==> src/rtl/an_encoder_seq.sv <==
// Sequential AN-code encoder: forms A*x by shift-and-add, one bit of A per cycle,
// then XORs an injection mask into the codeword and holds it for the consumer.
module an_encoder_seq #(
    parameter int unsigned A      = 13,
    parameter int unsigned A_W    = 4,
    parameter int unsigned DATA_W = 3,
    parameter int unsigned CODE_W = 6
) (
    input  logic              clk_i,
    input  logic              rst_i,
    input  logic              in_valid_i,
    output logic              in_ready_o,
    input  logic [DATA_W-1:0] in_data_i,
    input  logic [CODE_W-1:0] in_mask_i,
    output logic              out_valid_o,
    input  logic              out_ready_i,
    output logic [CODE_W-1:0] out_code_o,
    output logic              out_range_err_o
);

    localparam int unsigned    AccW    = DATA_W + A_W;
    localparam int unsigned    CntW    = (A_W > 1) ? $clog2(A_W) : 1;
    localparam logic [A_W-1:0] AVec    = A[A_W-1:0];
    localparam logic [CntW-1:0] CntLast = CntW'(A_W - 1);

    typedef enum logic [1:0] {StIdle, StMul, StHold} state_e;

    state_e            state_q;
    logic [CntW-1:0]   cnt_q;
    logic [AccW-1:0]   x_q;
    logic [AccW-1:0]   acc_q;
    logic [AccW-1:0]   acc_d;
    logic [CODE_W-1:0] mask_q;
    logic [CODE_W-1:0] out_code_q;
    logic [CODE_W-1:0] out_code_d;
    logic              out_range_err_q;
    logic              out_range_err_d;

    // x_q is pre-shifted each cycle, so adding it directly is acc + (x << i).
    always_comb begin
        acc_d = acc_q;
        if (AVec[cnt_q]) begin
            acc_d = acc_q + x_q;
        end
        out_code_d      = acc_d[CODE_W-1:0] ^ mask_q;
        out_range_err_d = |(acc_d >> CODE_W);
    end

    always_ff @(posedge clk_i) begin
        if (rst_i) begin
            state_q         <= StIdle;
            cnt_q           <= '0;
            x_q             <= '0;
            acc_q           <= '0;
            mask_q          <= '0;
            out_code_q      <= '0;
            out_range_err_q <= 1'b0;
        end else begin
            case (state_q)
                StIdle: begin
                    if (in_valid_i) begin
                        x_q     <= AccW'(in_data_i);
                        mask_q  <= in_mask_i;
                        acc_q   <= '0;
                        cnt_q   <= '0;
                        state_q <= StMul;
                    end
                end
                StMul: begin
                    acc_q <= acc_d;
                    x_q   <= x_q << 1;
                    cnt_q <= cnt_q + CntW'(1);
                    if (cnt_q == CntLast) begin
                        out_code_q      <= out_code_d;
                        out_range_err_q <= out_range_err_d;
                        state_q         <= StHold;
                    end
                end
                StHold: begin
                    if (out_ready_i) begin
                        state_q <= StIdle;
                    end
                end
                default: state_q <= StIdle;
            endcase
        end
    end

    assign in_ready_o      = (state_q == StIdle);
    assign out_valid_o     = (state_q == StHold);
    assign out_code_o      = out_code_q;
    assign out_range_err_o = out_range_err_q;

endmodule

==> config.mk <==
export PLATFORM = sky130hd
export DESIGN_NAME = an_encoder_seq
export DESIGN_NICKNAME = d
export VERILOG_FILES = /design/src/rtl/an_encoder_seq.sv
export SDC_FILE = /design/constraint.sdc
export NUM_CORES = 1
export LEC_CHECK = 0
export BUFFER_PORTS_ARGS = -buffer_cell sky130_fd_sc_hd__buf_4
export CORE_MARGIN = 2
export CORE_UTILIZATION = 56
export CTS_BUF_LIST = sky130_fd_sc_hd__clkbuf_2
export DETAILED_ROUTE_END_ITERATION = 8
export PLACE_DENSITY = 0.75
export SETUP_SLACK_MARGIN = 0.05
export SYNTH_ARGS = -nofsm -noshare
export SYNTH_HDL_FRONTEND = slang
export SYNTH_SLANG_ARGS = --single-unit
==> constraint.sdc <==
create_clock -name clk_i -period 2.7 [get_ports clk_i]
set_clock_uncertainty 0.2 [all_clocks]
set_input_delay 0.54 -clock clk_i [delete_from_list [all_inputs] [get_ports clk_i]]
set_output_delay 0.54 -clock clk_i [all_outputs]
set_load 0.02 [all_outputs]
# After elaboration in Yosys (flattened, before gate mapping)
# Cells that the tools add are included.
# op_classes
muxes	13
n_mul	0
n_div	0
n_eq_ne	6
shift	0
n_lt_le_gt_ge	1
addsub	2
n_reduce_logical	6
n_bitwise	1
# ops
operator	n
7-bit one-hot mux with 2 select lines	2
7-bit two-way mux	3
2-bit two-way mux	4
7-bit adder	1
2-bit one-hot mux with 3 select lines	1
2-bit AND reduction	3
6-bit XOR	1
2-bit equality test (second input constant)	2
2-bit != test (second input constant)	2
2-bit one-hot mux with 2 select lines	1
2-bit by 3-bit < comparator with 1-bit output (second input constant)	1
3-bit AND reduction	1
2-bit by 1-bit adder with 2-bit output (second input constant)	1
1-bit binary-select mux with 2-bit select	1
2-bit by 1-bit equality test with 1-bit output (second input constant)	1
2-bit logical NOT	1
2-bit by 1-bit != test with 1-bit output (second input constant)	1
2-bit nonzero test	1
1-bit two-way mux	1
# totals
ram_bits	0
mem_count	0
regBits	31
latch_bits	0
word_cells	36
romBits	0
out_inout_bits	9
in_bits	13

# Longest topological paths before layout
# Gate-level depths: netlist of the first run.
# depth
ltp_word	4
depth_mapped	8
mapped_depth_nobuf	8

# Worst setup path after synthesis of the first run
# No wires, ideal clock.
# synth_path
path_kind	register to register
startpoint	register x_q[0]
endpoint	register out_code_q[4], in the netlist out_code_o[4]
required_time_ns	2.438
path_stages_with_launch	9
arrival_ns	1.901
setup_slack_ns	0.537
period_less_slack_ns	2.163
cell_sequence	dfxtp_1 > ha_1 > inv_1 > fa_1 > nor2b_4 > o31a_2 > a211oi_1 > or4_1 > nand3_1
# synth_between
elab_chain_cells	3
# synth_rtl
element	line	text
start: declaration	30	logic [AccW-1:0] x_q;
start signal: assignment	62	x_q <= AccW'(in_data_i);
start signal: assignment	71	x_q <= x_q << 1;
7-bit adder	43	acc_d = acc_q + x_q;
7-bit two-way mux	42	if (AVec[cnt_q]) begin
6-bit XOR	45	out_code_d = acc_d[CODE_W-1:0] ^ mask_q;
end signal: assignment	74	out_code_q <= out_code_d;
end: declaration	34	logic [CODE_W-1:0] out_code_q;
# No other way between the ends.
# A chain may end at the register's enable or synchronous reset.

# Worst setup path after layout of the first run
# Ends and elaborated chain as after synthesis.

==> results of run 1 <==
## power groups by stage
stage                     combinational [mW]  sequential, mW  clock (mW)
after detailed placement               0.135           0.497           0
after global routing                   0.151           0.489       0.251
after floorplan                       0.0989           0.494           0
after CTS                              0.136           0.487       0.231
after global placement                 0.131           0.496           0
final                                  0.136           0.487       0.228
## Yosys cell counts (2+ instances only)
cell type	count	area share [%]
a211oi_1	3	1.3
a21o_1	2	0.88
a21oi_1	23	6.7
a311oi_1	2	1.0
a31oi_1	4	1.5
and2_1	2	0.73
buf_2	2	0.58
buf_4	2	0.88
clkbuf_1	7	1.5
dfxtp_1	31	36
ha_1	8	5.8
inv_1	7	1.5
mux2i_1	4	2.3
nand2_1	33	7.2
nand2b_1	4	1.5
nand3_1	14	4.1
nor2_1	17	3.7
nor2b_4	2	1.6
nor3_1	3	0.88
nor4b_1	2	1.0
o211ai_1	4	1.8
o21ai_0	5	1.5
o311ai_0	2	1.0
xnor2_1	5	2.6
## layer usage
layer	up-vias	GRT usage [%]	wire [um]
met2	30	36.4	1820
met1	753	30.0	1740
li1	775	-	-
met3	11	6.55	140
met4	0	9.74	85
met5	-	0	0
## final timing paths
path / to / slack (ns) / cells after the start
worst min register to register: out_code_o[0]$_SDFFE_PP0P_ / 0.26 / 2
worst max register to register: out_code_o[4]$_SDFFE_PP0P_ / 0.36 / 8
worst min-delay path: x_q[0]$_SDFFE_PP0P_ / 0.19 / 3
worst max-delay path: out_code_o[4]$_SDFFE_PP0P_ / 0.36 / 8
## cells in the final DEF, fill, tap and decap left out, types with 2 or more instances in the layout
master,n
a211oi_1,3
and2_1,2
a31oi_1,4
nor2_1,17
ha_1,8
nand2_1,33
nor4b_1,2
nor2b_4,2
inv_1,7
buf_4,22
mux2i_1,4
o21ai_0,5
o311ai_0,2
a21o_1,2
a21oi_1,23
nand3_1,14
o211ai_1,4
nor3_1,3
dfxtp_1,31
nand2b_1,4
xnor2_1,5
clkbuf_2,7
a311oi_1,2
## sequential cells by signal (all words and copies together), names as in the netlist
signal,count
cnt_q,2
out_code_o,6
out_range_err_o,1
acc_q,7
mask_q,6
x_q,7
state_q,2
## cell type report
cell class	instances	area, um2
repair buffers	22	165
clock inverters	1	5.00
flip-flops and latches	31	621
well taps	33	41.3
inverters	7	26.3
fillers	269	1070
multi-input cells	160	1010
clock buffers	7	35.0
## worst register-to-register path: stages, from the launching register on
cell and delay [ns]:
dfxtp_1 0.38, ha_1 0.22, inv_1 0.07, fa_1 0.44, nor2b_4 0.17, o31a_2 0.15
a211oi_1 0.06, or4_1 0.51, nand3_1 0.09
## per-stage QoR
stage	setup WS, ns	area, um2	instances
finish	0.357	1900	261
global placement	0.467	1860	253
global route	0.277	1900	261
detailed placement	0.415	1860	253
floorplan	0.537	1710	210
CTS	0.371	1900	261
## cells by family after synthesis
| logic type | Yosys count | share of synthesized area, % |
|---|---|---|
| AND/OR/NAND/NOR | 88 | 26.9 |
| AO/OA/AOI/OAI | 54 | 20.2 |
| flip-flops | 31 | 36.2 |
| buffers and inverters | 19 | 4.75 |
| adder cells (fa/ha/maj) | 9 | 7.01 |
| XOR/XNOR | 5 | 2.56 |
| multiplexers | 4 | 2.34 |
==> qor.yml, run 1 <==
floorplan:
  core_um2: 2980
  dieHeight_um: 59.3
  fp.dieW_um: 59.3
  die-area_um2: 3520
  ios: 22
  rows: 20
  start_util_pct: 57.5
clocking:
  clock-sinks: 31
  cts-buffers-inserted: 5
  hold_buffers: 0
  cts_htree_levels: 2
  cts_tree: "built"
  clk_pin_slew_ns: 0.16
  clk_latency_ns: 0.38
  cts_resized: 0
  cts_setup_buffers: 0
  clockBufferDepth: 2
  clock-root-buffer: "clkbuf_2"
critical_path:
  crit_start: "x_q[0]$_SDFFE_PP0P_"
  critical_path_class: "reg -> reg"
  reg2reg_from: "x_q[0]$_SDFFE_PP0P_"
  path_cells: "ha_1, inv_1, fa_1, nor2b_4, o31a_2, a211oi_1, or4_1, nand3_1"
  crit_buf_inv: 1
  endpoint_kind: "flop"
  critPathLaunchType: "flop"
  crit_family: "simple AND/OR/NAND/NOR gates"
  slowest_stage: "or4_1"
  crit_required_ns: 2.83
  cp.arrival_ns: 2.48
  slowest_delay_ns: 0.51
  path_max_fanout: 4
placed_design:
  port-buffer-count: 21
  hpwl_um: 2640
  gp_congestion: 0.899
power:
  irDropWorstVdd_mv: 0.289
  pwr-share-seq_pct: 57.2
  netSwitchingFraction_pct: 29.6
  p_clk_share_pct: 26.8
  comb_power_share_pct: 16.0
  p_switching_mw: 0.252
  power.density_nw_per_um2: 447
  p_leak_nw: 0.738
  power.total_mw: 0.851
  internal_power_mw: 0.599
global_routing:
  antenna_found_initial: 0
  grt_pass1_vias: 1315
  grt_usage_pct: 23.3
  grt_max_degree: 33
  grt_overflow_total: 0
  grt_pass1_wl_um: 6040
timing:
  max_freq_mhz: 427
  drv_slew: 0
  worst_slew_pin_slew_ns: 0.796
  post-route-period-util_pct: 86.8
  hold-worst-slack_ns: 0.187
  rsz0062_at_grt: "false"
  maxSlewHeadroom_pct: 46.9
  tns_ns: 0
  hold_viol_final: 0
  min_period_ns: 2.34
  setup_viol: 0
synth:
  synth-async-reset-ratio_pct: 0
  yosysSeqAreaShare_pct: 36.2
  synth_nets: 232
  synthFlopType: "dfxtp_1"
  syn_inst: 210
  synth_cell_types: 46
  synth-edff-count: 0
  synth-seq-cells: 31
  netlist_area_um2: 1710
  ys_warn_count: 0
  avgSynthCellArea_um2: 8.16
route:
  wl_per_cell_um: 14.5
  firstDrtPassIters: 5
  routed_wl_um: 3780
  route.detailed.drc: 0
  vias: 1569
  drtIter0Drc: 81
  routed_via_density: 6.01
  ant_nets: 0
worst_hold_path:
  hold_class: "in -> reg"
  worstHoldStart: "in_data_i[0]"
job:
  maxCapViolCount: 0
finish:
  final_core_util_pct: 63.9
  drive_gt1_share_pct: 16.2
  nets: 249
  n_antenna_cell: 0
  area_growth_syn_to_layout_pct: 11.2
outcome:
  status: "finished clean"
No activity file was read; power rests on OpenSTA's default activity.
==> run 2, diff against run 1 <==
ABC_AREA = 0   (was default)
CAP_MARGIN = 5   (was default)
REMOVE_ABC_BUFFERS = 1   (was default)
==> run 2 against run 1 <==
Fmax shrank 0.30%; hold slack improved by 0.019 ns; sequential power hardly changed; largest cell class unchanged.
==> qor.yml, run 2 (synthesized netlist as in run 1, its figures left out) <==
floorplan:
  ios: 22
  core_um2: 2980
  dieHeight_um: 59.3
  fp.dieW_um: 59.3
  die-area_um2: 3520
  start_util_pct: 57.5
  rows: 20
route:
  routed_wl_um: 3590
  drtIter0Drc: 40
  firstDrtPassIters: 4
  route.detailed.drc: 0
  ant_nets: 0
  vias: 1514
  wl_per_cell_um: 13.8
  routed_via_density: 5.82
critical_path:
  cp.arrival_ns: 2.46
  slowest_stage: "or4_1"
  path_cells: "ha_1, inv_1, fa_1, nor2b_4, o31a_2, a211oi_1, or4_1, nand3_1"
  slowest_delay_ns: 0.52
  crit_buf_inv: 1
  crit_family: "simple AND/OR/NAND/NOR gates"
  reg2reg_from: "x_q[0]$_SDFFE_PP0P_"
  crit_required_ns: 2.81
  crit_start: "x_q[0]$_SDFFE_PP0P_"
  path_max_fanout: 4
  endpoint_kind: "flop"
  critPathLaunchType: "flop"
  critical_path_class: "reg -> reg"
finish:
  n_antenna_cell: 0
  area_growth_syn_to_layout_pct: 12.3
  final_common_cell: "nand2_1"
  nFillCells: 277
  layout_common_cells: "33 x nand2_1, 31 x dfxtp_1, 23 x a21oi_1"
  biggestRegsByFlops: "acc_q (7), x_q (7)"
  final_core_util_pct: 64.6
  fin_area_um2: 1920
  drive_gt1_share_pct: 15.9
  nets: 249
clocking:
  clk_latency_ns: 0.36
  clock-sinks: 31
  hold_buffers: 0
  cts_tree: "built"
  cts_setup_buffers: 0
  clk_pin_slew_ns: 0.15
  cts_htree_levels: 2
  cts-buffers-inserted: 5
  clockBufferDepth: 2
  cts_resized: 0
  clock-root-buffer: "clkbuf_2"
timing:
  hold-worst-slack_ns: 0.206
  min_period_ns: 2.35
  hold_viol_final: 0
  maxSlewHeadroom_pct: 50.2
  tns_ns: 0
  drv_slew: 0
  worst_slew_pin_slew_ns: 0.747
  rsz0062_at_grt: "false"
  max_freq_mhz: 426
  post-route-period-util_pct: 87.0
  setup_viol: 0
power:
  power.density_nw_per_um2: 482
  irDropWorstVdd_mv: 0.274
  p_leak_nw: 0.744
  power.total_mw: 0.927
global_routing:
  grt_max_degree: 33
  antenna_found_initial: 0
  grt_pass1_wl_um: 5690
  grt_usage_pct: 22.0
  grt_pass1_vias: 1324
  grt_overflow_total: 0
job:
  maxCapViolCount: 0
placed_design:
  hpwl_um: 2580
  place_area_um2: 1860
  port-buffer-count: 21
  gp_congestion: 0.835
outcome:
  status: "finished clean"
worst_hold_path:
  worstHoldStart: "in_mask_i[4]"
  hold_class: "in -> reg"
[run 2: worst paths after layout]
path | end | slack [ns] | depth (start not counted)
max | out_code_o[4]$_SDFFE_PP0P_ | 0.35 | 8
min | mask_q[4]$_SDFFE_PP0P_ | 0.21 | 3
max reg2reg | out_code_o[4]$_SDFFE_PP0P_ | 0.35 | 8
min reg2reg | out_code_o[2]$_SDFFE_PP0P_ | 0.28 | 2
[run 2: final cells by class]
class	count	area, um2	share of cell area [%]
Sequential cell	31	621	32.2
Clock buffer	6	30.0	1.56
Timing Repair Buffer	22	165	8.58
Tap cell	33	41.3	2.15
Inverter	7	26.3	1.37
Multi-Input combinational cell	160	1010	52.5
Clock inverter	1	30.0	1.56
[run 2: power by group]
| group | internal [mW] | total (mW) | switching [mW] | leakage [nW] |
|---|---|---|---|---|
| clock | 0.156 | 0.306 | 0.150 | 0.0391 |
| sequential | 0.473 | 0.487 | 0.0134 | 0.252 |
| combinational | 0.0550 | 0.134 | 0.0789 | 0.453 |
| total | 0.685 | 0.927 | 0.242 | 0.744 |
[run 2: tightest hold or removal path, stage by stage]
cell and delay [ns]:
buf_4 0.11, nand2_1 0.04, a21oi_1 0.05
[run 2: per-layer routing]
layer / share of wire (%) / up-vias / global-route usage, %
met5: 0 / - / 0
met4: 2.2 / 0 / 12.0
met3: 3.5 / 9 / 4.59
met2: 49 / 25 / 35.3
met1: 45 / 702 / 27.3
li1: - / 778 / -
[run 2: through the flow]
stage               instances  worst slack (ns)
floorplan                 198             0.530
global placement          253             0.464
detailed placement        253             0.402
CTS                       260             0.364
global route              260             0.279
finish                    260             0.351
